File: src/rtl/anc_coef_mem_if.sv
// Coefficient-stream bus between the Wz coefficient store and the external LMS update logic.
interface anc_coef_mem_if #(
  parameter int CW = 11
);
  logic          FilterEN;
  logic [CW-1:0] WzIn;
  logic [CW-1:0] WzOut;
  logic          FiltComplete;

  modport master (
    output FilterEN,
    output WzIn,
    input  WzOut,
    input  FiltComplete
  );

  modport slave (
    input  FilterEN,
    input  WzIn,
    output WzOut,
    output FiltComplete
  );
endinterface

File: src/rtl/anc_coef_mem.sv
// Adaptive-filter Wz coefficient store: streams every tap once per pass and writes back the LMS update.
// Optional write saturation to +/-COEF_LIMIT is enabled by defining ANC_COEF_CLAMP_EN.
module anc_coef_mem #(
  parameter int TAPS       = 16,
  parameter int CW         = 11,
  parameter int COEF_LIMIT = 511
) (
  input  logic           Clk_100M,
  input  logic           Reset,
  anc_coef_mem_if.slave  bus
);

  localparam int PW = $clog2(TAPS);
  localparam logic [PW-1:0] LAST = PW'(TAPS - 1);

  if (TAPS < 2 || TAPS > 256) begin : g_bad_taps
    $error("anc_coef_mem: TAPS must be in 2..256");
  end
  if (COEF_LIMIT < 1 || COEF_LIMIT >= 2 ** (CW - 1)) begin : g_bad_limit
    $error("anc_coef_mem: COEF_LIMIT must fit CW-bit signed range");
  end

  typedef enum logic [1:0] {
    IDLE,
    RUN,
    DONE
  } state_t;

  state_t        r_state;
  state_t        w_state_nxt;
  logic [CW-1:0] r_mem [TAPS];
  logic [PW-1:0] r_ptr;
  logic [PW-1:0] w_ptr_nxt;
  logic [PW-1:0] w_ptr_inc;
  logic [CW-1:0] r_wzout;
  logic [CW-1:0] w_wzout_nxt;
  logic [CW-1:0] w_wdata;
  logic          r_fc;
  logic          w_fc_nxt;
  logic          w_we;

  assign w_ptr_inc = r_ptr + 1'b1;

`ifdef ANC_COEF_CLAMP_EN
  localparam logic signed [CW-1:0] LIM_P = CW'(COEF_LIMIT);
  localparam logic signed [CW-1:0] LIM_N = CW'(-COEF_LIMIT);

  logic w_over;
  logic r_clamp_flag;

  always_comb begin
    w_over  = 1'b0;
    w_wdata = bus.WzIn;
    if ($signed(bus.WzIn) > LIM_P) begin
      w_wdata = LIM_P;
      w_over  = 1'b1;
    end else if ($signed(bus.WzIn) < LIM_N) begin
      w_wdata = LIM_N;
      w_over  = 1'b1;
    end
  end

  // Sticky saturation indicator; cleared only by Reset.
  always_ff @(posedge Clk_100M or posedge Reset) begin
    if (Reset) begin
      r_clamp_flag <= 1'b0;
    end else if (w_we && w_over) begin
      r_clamp_flag <= 1'b1;
    end
  end
`else
  assign w_wdata = bus.WzIn;
`endif

  always_comb begin
    w_state_nxt = r_state;
    w_ptr_nxt   = r_ptr;
    w_wzout_nxt = r_wzout;
    w_fc_nxt    = 1'b0;
    w_we        = 1'b0;
    unique case (r_state)
      IDLE: begin
        if (bus.FilterEN) begin
          w_state_nxt = RUN;
          w_ptr_nxt   = '0;
          w_wzout_nxt = r_mem[0];
        end
      end
      RUN: begin
        if (bus.FilterEN) begin
          w_we = 1'b1;
          if (r_ptr == LAST) begin
            w_state_nxt = DONE;
            w_fc_nxt    = 1'b1;
          end else begin
            // Next tap is read before this edge's write lands; addresses differ, so no hazard.
            w_ptr_nxt   = w_ptr_inc;
            w_wzout_nxt = r_mem[w_ptr_inc];
          end
        end else begin
          w_state_nxt = IDLE;
          w_ptr_nxt   = '0;
        end
      end
      DONE: begin
        w_state_nxt = IDLE;
      end
      default: begin
        w_state_nxt = IDLE;
        w_ptr_nxt   = '0;
      end
    endcase
  end

  always_ff @(posedge Clk_100M or posedge Reset) begin
    if (Reset) begin
      r_state <= IDLE;
      r_ptr   <= '0;
      r_wzout <= '0;
      r_fc    <= 1'b0;
    end else begin
      r_state <= w_state_nxt;
      r_ptr   <= w_ptr_nxt;
      r_wzout <= w_wzout_nxt;
      r_fc    <= w_fc_nxt;
    end
  end

  always_ff @(posedge Clk_100M or posedge Reset) begin
    if (Reset) begin
      for (int unsigned i = 0; i < TAPS; i++) begin
        r_mem[i] <= '0;
      end
    end else if (w_we) begin
      r_mem[r_ptr] <= w_wdata;
    end
  end

  assign bus.WzOut        = r_wzout;
  assign bus.FiltComplete = r_fc;

endmodule

File: src/flat_wrapper.sv
// flat-port wrapper written by rule: the top's interface ports become plain ports
module anc_coef_mem_flat 
#(
  parameter int TAPS       = 16,
  parameter int CW         = 11,
  parameter int COEF_LIMIT = 511
)
  (Clk_100M, Reset, bus_FilterEN, bus_WzIn, bus_WzOut, bus_FiltComplete);
  anc_coef_mem_if #(.CW(CW)) bus_i ();
  input  logic Clk_100M;
  input  logic Reset;
  input wire logic [$bits(bus_i.FilterEN)-1:0] bus_FilterEN;
  input wire logic [$bits(bus_i.WzIn)-1:0] bus_WzIn;
  output wire logic [$bits(bus_i.WzOut)-1:0] bus_WzOut;
  output wire logic [$bits(bus_i.FiltComplete)-1:0] bus_FiltComplete;
  assign bus_i.FilterEN = bus_FilterEN;
  assign bus_i.WzIn = bus_WzIn;
  assign bus_WzOut = bus_i.WzOut;
  assign bus_FiltComplete = bus_i.FiltComplete;
  anc_coef_mem #(.TAPS(TAPS), .CW(CW), .COEF_LIMIT(COEF_LIMIT)) u_core (.Clk_100M(Clk_100M), .Reset(Reset), .bus(bus_i));
endmodule
File: config.mk
export PLATFORM = sky130hd
export DESIGN_NAME = anc_coef_mem_flat
export DESIGN_NICKNAME = d
export VERILOG_FILES = /design/src/rtl/anc_coef_mem_if.sv /design/src/rtl/anc_coef_mem.sv /design/src/flat_wrapper.sv
export SDC_FILE = /design/constraint.sdc
export NUM_CORES = 1
export LEC_CHECK = 0
export CORE_ASPECT_RATIO = 0.75
export CORE_UTILIZATION = 60
export CTS_BUF_LIST = sky130_fd_sc_hd__clkbuf_8
export DETAILED_ROUTE_END_ITERATION = 8
export GPL_ROUTABILITY_DRIVEN = 0
export GPL_TIMING_DRIVEN = 1
export HOLD_SLACK_MARGIN = 0.05
export PLACE_DENSITY = 0.88
export SYNTH_ARGS = -nofsm -noshare
export SYNTH_HDL_FRONTEND = slang
export SYNTH_SLANG_ARGS = --single-unit
export TNS_END_PERCENT = 20
File: constraint.sdc
create_clock -name Clk_100M -period 14.54 [get_ports Clk_100M]
set_input_delay 2.908 -clock Clk_100M [delete_from_list [all_inputs] [get_ports Clk_100M]]
set_output_delay 2.908 -clock Clk_100M [all_outputs]
set_load 0.1 [all_outputs]
==> metrics.md, run 1 <==
| Metric | Value |
|---|---|
| Starting Density | 0.627 |
| Leakage power | 4.78 nW |
| Tot GR Track Use | 0.263 |
| ANT cells | 0 |
| Placed cell areas | 9520 sq um |
| Post-synth cell types | 39 |
| Fin crit period | 4940 ps |
| Rows | 38 |
| Post-cts sizing count | 0 |
| Synth top cells by count | 194 x dfrtp_1, 129 x mux2_2, 45 x nand2_1, 40 x mux2_4, 23 x mux4_2 |
| RSZ-0062 raised after global routing | false |
| Syn nets | 615 |
| First-pass GRT wire length | 31200 microns |
| WL/cell | 23.3 microns |
| CP required | 11630 ps |
| Final setup vio count | 0 |
| Max rail drop VDD | 0.137 mV |
| Final Hold Fails | 0 |
| Number of global-route vias before repair | 5697 |
| CP top delay family | buffers and inverters |
| Clk sinks | 194 |
| Worst-margin pin slew | 1350 ps |
| Via count | 5161 |
| CTS tree | done |
| Cts bufs inserted | 17 |
| WL final | 18900 microns |
| P_int | 0.849 mW |
| Synth Register Bits | 194 |
| Sequential share of the synthesized area | 0.524 |
| Compound-Gate Fraction of Synth Area | 0.0371 |
| Simple-Gate Fraction of Synth Area | 0.0475 |
| Clock network fraction of total power | 0.298 |
| Worst-path fanout max | 2 |
| Comb power frac | 0.193 |
| Critical path class | reg2out |
| Worst path cell trace | clkdlybuf4s50_1 |
| WHS | 490 ps |
| Die area | 15900 sq um |
| Die span in y | 110 microns |
| CTS Hold Bufs | 0 |
| Clk_lat worst skew | 480 ps |
| Worst path buffer plus inverter count | 1 |
| Max cap viols | 0 |
| Primary FF master, synth | dfrtp_1 |
| Post-Synth XOR/XNOR Area | 0.00365 |
| Flop pwr share | 0.509 |
| Port Buf Inserts | 25 |
| Clock-pin slew on the worst setup and hold paths | 100 ps |
| Top-count cell post-synth | dfrtp_1 |
| Slew Limit Headroom | 0.0999 |
| ANT nets after route | 0 |
| Synth top area share | 0.524 |
| Setup tns final | 0 ps |
| Outcome | finished, final reports clean |
| Max incr delay on CP | 1150 ps |
| Syn Inst Count | 597 |
| Post-synth top area cell | dfrtp_1 |
| Final #Nets | 618 |
| Post-Synth Adder-Cell Area | 0.00540 |
| # DRC | 0 |
| Switching portion of total power | 0.297 |
| Post-synth EDFFs | 0 |
| Dpl hpwl | 12200 microns |
| Async SR Flop Fraction | 1.00 |
| Crit path capture type | primary output |
| Initial antenna violation count | 0 |
| Clock H-tree levels | 4 |
| Starting DRC count in detailed routing | 316 |
| Post-CTS Setup Inserts | 0 |
| Vias per inst | 6.35 |
| Hold Crit Class | reg2reg |
| IO Pins | 26 |
| Clock Skew | 13.3 ps |
| Period utilisation layout | 0.340 |
| Final Util | 0.671 |
| Clock buffer depth | 2 |
| Drt first pass iters | 5 |
| Share of cells above drive strength 1 | 0.421 |
| Arrival time at the worst endpoint | 2030 ps |
| Fin. max-slew vios | 0 |
| Syn Std Cell Area | 9270 sq um |
| Main combinational cell family by area after synthesis | multiplexers |
| Design area | 9930 sq um |
| GRT overflow | 0 |
| Core area | 14800 sq um |
| Net Sw Power | 0.359 mW |
| CTS root buffer | clkbuf_8 |
| Worst Setup Start Kind | register |
| Pwr Density | 122 nW/um^2 |
| CP max-delay cell | clkdlybuf4s50_1 |
| Fmax achieved | 0.202 GHz |
| Syn avg cell area | 15.5 sq um |
| Dominant cells by area after synthesis | dfrtp_1 52%, mux2_2 16%, mux2_4 6.5%, mux4_1 6.0%, mux4_2 5.6% |
| Total number of yosys warnings | 0 |
| Mux cell area share after synthesis | 0.346 |
| Die W | 145 microns |
| Pin count of the biggest net entering global routing | 101 |
| Synthesis-to-finish area growth | 7.16% |
## final cells by class
class	count	area (sq um)
clock buffer	17	234
fill	974	4860
multi-input combinational	349	4080
sequential	194	4850
inverter	4	22.5
tap	200	250
timing repair buffer	34	318
clock inverter	15	173
## power groups by stage
stage | clock (mW) | combinational, mW | sequential (mW)
6_report | 0.360 | 0.233 | 0.614
5_1_grt | 0.385 | 0.247 | 0.620
4_1_cts | 0.363 | 0.235 | 0.614
3_5_place_dp | 0 | 0.234 | 0.623
3_3_place_gp | 0 | 0.229 | 0.619
2_1_floorplan | 0 | 0.141 | 0.666
## per-layer routing
layer	share of wire	track usage
met1	0.45	0.348
met2	0.49	0.441
met3	0.047	0.0502
met4	0.020	0.0992
met5	0	0
## cell usage in the layout (no fill, tap or decap), types with 3 or more instances in the layout
master           instances
clkdlybuf4s50_1         25
nand3_2                  3
nand2b_1                 4
mux2_2                 129
dfrtp_1                194
mux4_1                  21
mux2_1                   7
clkbuf_8                17
and2_1                   3
mux4_2                  23
inv_1                    3
and3_1                  10
buf_4                    9
or3_1                    4
a21o_1                   3
inv_8                    4
mux2_4                  40
nor2_1                  14
a221oi_2                 8
ha_1                     3
o221ai_2                 7
nand2_1                 45
o221ai_1                 3
inv_6                    5
## path summary, 6_finish.rpt
| path | startpoint | end | slack (ps) | cells past startpoint |
|---|---|---|---|---|
| hold reg to reg | u_core.r_mem[0]$_DFFE_PP0P_ | u_core.r_mem[0]$_DFFE_PP0P_ | 490 | 1 |
| hold / removal | u_core.r_mem[0]$_DFFE_PP0P_ | u_core.r_mem[0]$_DFFE_PP0P_ | 490 | 1 |
| setup reg to reg | u_core.r_ptr[0]$_DFFE_PP0P_ | u_core.bus.WzOut[3]$_DFFE_PP0P_ | 11200 | 7 |
| min in group asynchronous | Reset | u_core.r_mem[9]$_DFFE_PP0P_ | 2910 | 2 |
| max in group asynchronous | Reset | u_core.r_mem[51]$_DFFE_PP0P_ | 9950 | 3 |
| setup / recovery | u_core.bus.WzOut[6]$_DFFE_PP0P_ | bus_WzOut[6] | 9600 | 1 |
## per-stage QoR
stage	total power, mW	setup slack [ps]	instances
3_5_place_dp	0.858	9200	781
5_1_grt	1.25	9550	813
2_1_floorplan	0.807	6350	597
3_3_place_gp	0.847	9260	781
6_report	1.21	9600	813
4_1_cts	1.21	9590	813
## sequential cells by signal, summed over array words and instances, names as in the netlist
signal and count:
u_core.r_state 2, u_core.bus.WzOut 11, u_core.r_mem 176, u_core.bus.FiltComplete 1, u_core.r_ptr 4
## kinds of logic after synthesis
logic type,count (synthesis)
multiplexers,220
flip-flops,194
AND/OR/NAND/NOR,90
buffers and inverters,54
AO/OA/AOI/OAI,32
adder cells (fa/ha/maj),4
XOR/XNOR,3
Power figures use the tool's default switching activity.
==> run 2: changes to the inputs <==
Settings changed: CORE_UTILIZATION 60 to 58, PLACE_DENSITY 0.88 to 0.89.
Clock period 14.54 ns to 4.4 ns, I/O delays scaled along.
==> run 2 against run 1 <==
Total power rose to 3.3 times the previous value. Global-route usage is 0.57 points lower. Register-to-register slack got worse by 9700 ps. Non-clock buffer count grew 8. Via count increased by 0.54%. Die area grew 3.4%. Critical endpoint is now bus_WzOut[8]. Clock power rose to 3.1 times the previous value. Worst hold slack is essentially flat. Sequential power increased to 3.3 times the previous value. Final cell count rose by 1.6%.
==> metrics.md, run 2 (synthesis results as in run 1) <==
| Metric | Value |
|---|---|
| Pwr Density | 394 nW/um^2 (+220%) |
| Post-CTS Setup Inserts | 0 (unchanged) |
| Setup tns final | 0 ps (unchanged) |
| Fin crit period | 2910 ps |
| Arrival time at the worst endpoint | 2030 ps (about the same) |
| Leakage power | 4.80 nW (+0.40%) |
| Starting Density | 0.601 (-0.0257) |
| Worst hold start | u_core.r_mem[6]$_DFFE_PP0P_ |
| Reg2Reg Capture Point | u_core.bus.WzOut[6]$_DFFE_PP0P_ |
| Share of cells above drive strength 1 | 0.427 (+0.00585) |
| Clk_lat worst skew | 490 ps (about the same) |
| Port Buf Inserts | 25 (unchanged) |
| Pin count of the biggest net entering global routing | 195 (+93%) |
| Clock H-tree levels | 4 (unchanged) |
| Max reg flops | 176 (unchanged) |
| First-pass GRT wire length | 31600 microns (+1.3%) |
| Worst path cell trace | clkdlybuf4s50_1 |
| Most frequent cells in the layout | 194 x dfrtp_1, 129 x mux2_2, 45 x nand2_1, 40 x mux2_4, 25 x clkdlybuf4s50_1 |
| CTS Hold Bufs | 0 (unchanged) |
| Cell depth of the worst hold path | 1 (unchanged) |
| Initial antenna violation count | 0 (unchanged) |
| Vias per inst | 6.28 (-1.0%) |
| Cts bufs inserted | 17 (unchanged) |
| Number of global-route vias before repair | 5752 (+0.97%) |
| ANT nets after route | 0 (unchanged) |
| CP required | 3520 ps (-8110 ps) |
| CTS tree | done |
| Max cap viols | 0 (unchanged) |
| Final setup vio count | 0 (unchanged) |
| Post-route insts no fill | 826 (+1.6%) |
| Synthesis-to-finish area growth | 7.78% |
| Final #Nets | 626 (+1.3%) |
| Drt first pass iters | 5 (unchanged) |
| WL final | 19400 microns (+2.6%) |
| Core area | 15400 sq um (+4.3%) |
| Crit path capture type | primary output |
| Max incr delay on CP | 1140 ps (about the same) |
| Starting DRC count in detailed routing | 360 (+14%) |
| Via count | 5189 (+0.54%) |
| Worst Setup Start Kind | register |
| GRT overflow | 0 (unchanged) |
| Clk sinks | 194 (unchanged) |
| Outcome | finished, final reports clean |
| Clock Skew | 14.4 ps (+1.07 ps) |
| Period utilisation layout | 0.662 |
| WL/cell | 23.5 microns (+1.0%) |
| Filler Cells Inserted | 1105 (+13%) |
| Clock buffer depth | 2 (unchanged) |
| Reg2reg setup slack | 1530 ps (-9670 ps) |
| Die W | 148 microns (+1.7%) |
| Worst-margin pin slew | 1220 ps (-129 ps) |
| ANT cells | 0 (unchanged) |
| Largest Register | u_core.r_mem |
| Post-cts sizing count | 0 (unchanged) |
| Final Hold Fails | 0 (unchanged) |
| Die span in y | 111 microns (+1.7%) |
| Inst Count DP | 794 (+1.7%) |
| Worst path buffer plus inverter count | 1 (unchanged) |
| Slew Limit Headroom | 0.189 (+0.0894) |
| Hold Crit Class | reg2reg |
| Dpl hpwl | 12200 microns (+0.65%) |
| Rows | 39 (+2.6%) |
| RSZ-0062 raised after global routing | false |
| Clock-pin slew on the worst setup and hold paths | 110 ps (about the same) |
| # DRC | 0 (unchanged) |
| Most common cell after layout, fill and taps aside | dfrtp_1 |
| Critical path class | reg2out |
| Fin. max-slew vios | 0 (unchanged) |
| Reg2reg path depth | 7 (unchanged) |
| Worst-path fanout max | 2 (unchanged) |
| IO Pins | 26 (unchanged) |
| Die area | 16500 sq um (+3.4%) |
| Fmax achieved | 0.343 GHz |
| CP top delay family | buffers and inverters |
| CP max-delay cell | clkdlybuf4s50_1 |
| Worst Hold Endpoint | u_core.r_mem[6]$_DFFE_PP0P_ |
| Tot GR Track Use | 0.257 (-0.00565) |
| CTS root buffer | clkbuf_8 |
| Max rail drop VDD | 0.304 mV (+120%) |
| Worst R2R Start | u_core.r_ptr[0]$_DFFE_PP0P_ |
==> run 2: cell count changes in the layout (fill, tap and decap cells not counted), sizes merged <==
| cell | delta |
|---|---|
| clkinvlp | +5 |
| buf | +8 |
| bufinv | -1 |
| clkinv | -2 |
| inv | -3 |
| clkbuf | +1 |
==> run 2: cell type report <==
| cell class | instances | area, sq um | area share |
|---|---|---|---|
| clock buffers | 18 | 248 | 0.0248 |
| inverters | 4 | 18.8 | 0.00188 |
| repair buffers | 42 | 403 | 0.0403 |
| multi-input cells | 349 | 4080 | 0.408 |
| well taps | 205 | 256 | 0.0257 |
| clock inverters | 14 | 129 | 0.0129 |
| flip-flops and latches | 194 | 4850 | 0.486 |
==> run 2: power breakdown <==
part / total (mW) / internal (mW) / switching [mW]
sequential: 2.03 / 1.93 / 0.102
clock: 1.12 / 0.468 / 0.652
combinational: 0.778 / 0.354 / 0.423
==> run 2: how the worst max path moves through the flow <==
stage / slack, ps / depth (start not counted) / to / from
floorplan: 1020 / 1 / u_core.bus.FiltComplete$_DFF_PP0_ / Reset
global placement: 1400 / 5 / u_core.r_mem[124]$_DFFE_PP0P_ / bus_FilterEN
detailed placement: 1310 / 5 / u_core.r_mem[126]$_DFFE_PP0P_ / bus_FilterEN
CTS: 1470 / 1 / bus_WzOut[8] / u_core.bus.WzOut[8]$_DFFE_PP0P_
global route: 1400 / 7 / u_core.bus.WzOut[9]$_DFFE_PP0P_ / u_core.r_ptr[0]$_DFFE_PP0P_
finish: 1490 / 1 / bus_WzOut[8] / u_core.bus.WzOut[8]$_DFFE_PP0P_
==> run 2: through the flow <==
stage	hold slack [ps]	setup slack (ps)	total power, mW	instance area, sq um	utilization
floorplan	449	1020	2.67	9270	-
global placement	459	1400	2.81	9610	0.623
detailed placement	474	1310	2.84	9610	0.623
CTS	498	1470	3.95	9990	0.648
global route	520	1400	4.08	9990	0.648
finish	491	1490	3.93	9990	0.648
==> run 2: per-layer routing <==
| layer | track usage | part of all wire | vias to the layer above |
|---|---|---|---|
| li1 | - | - | 2219 |
| met1 | 0.354 | 0.44 | 2771 |
| met2 | 0.403 | 0.49 | 173 |
| met3 | 0.0619 | 0.057 | 26 |
| met4 | 0.0935 | 0.017 | 0 |
| met5 | 0 | 0 | - |
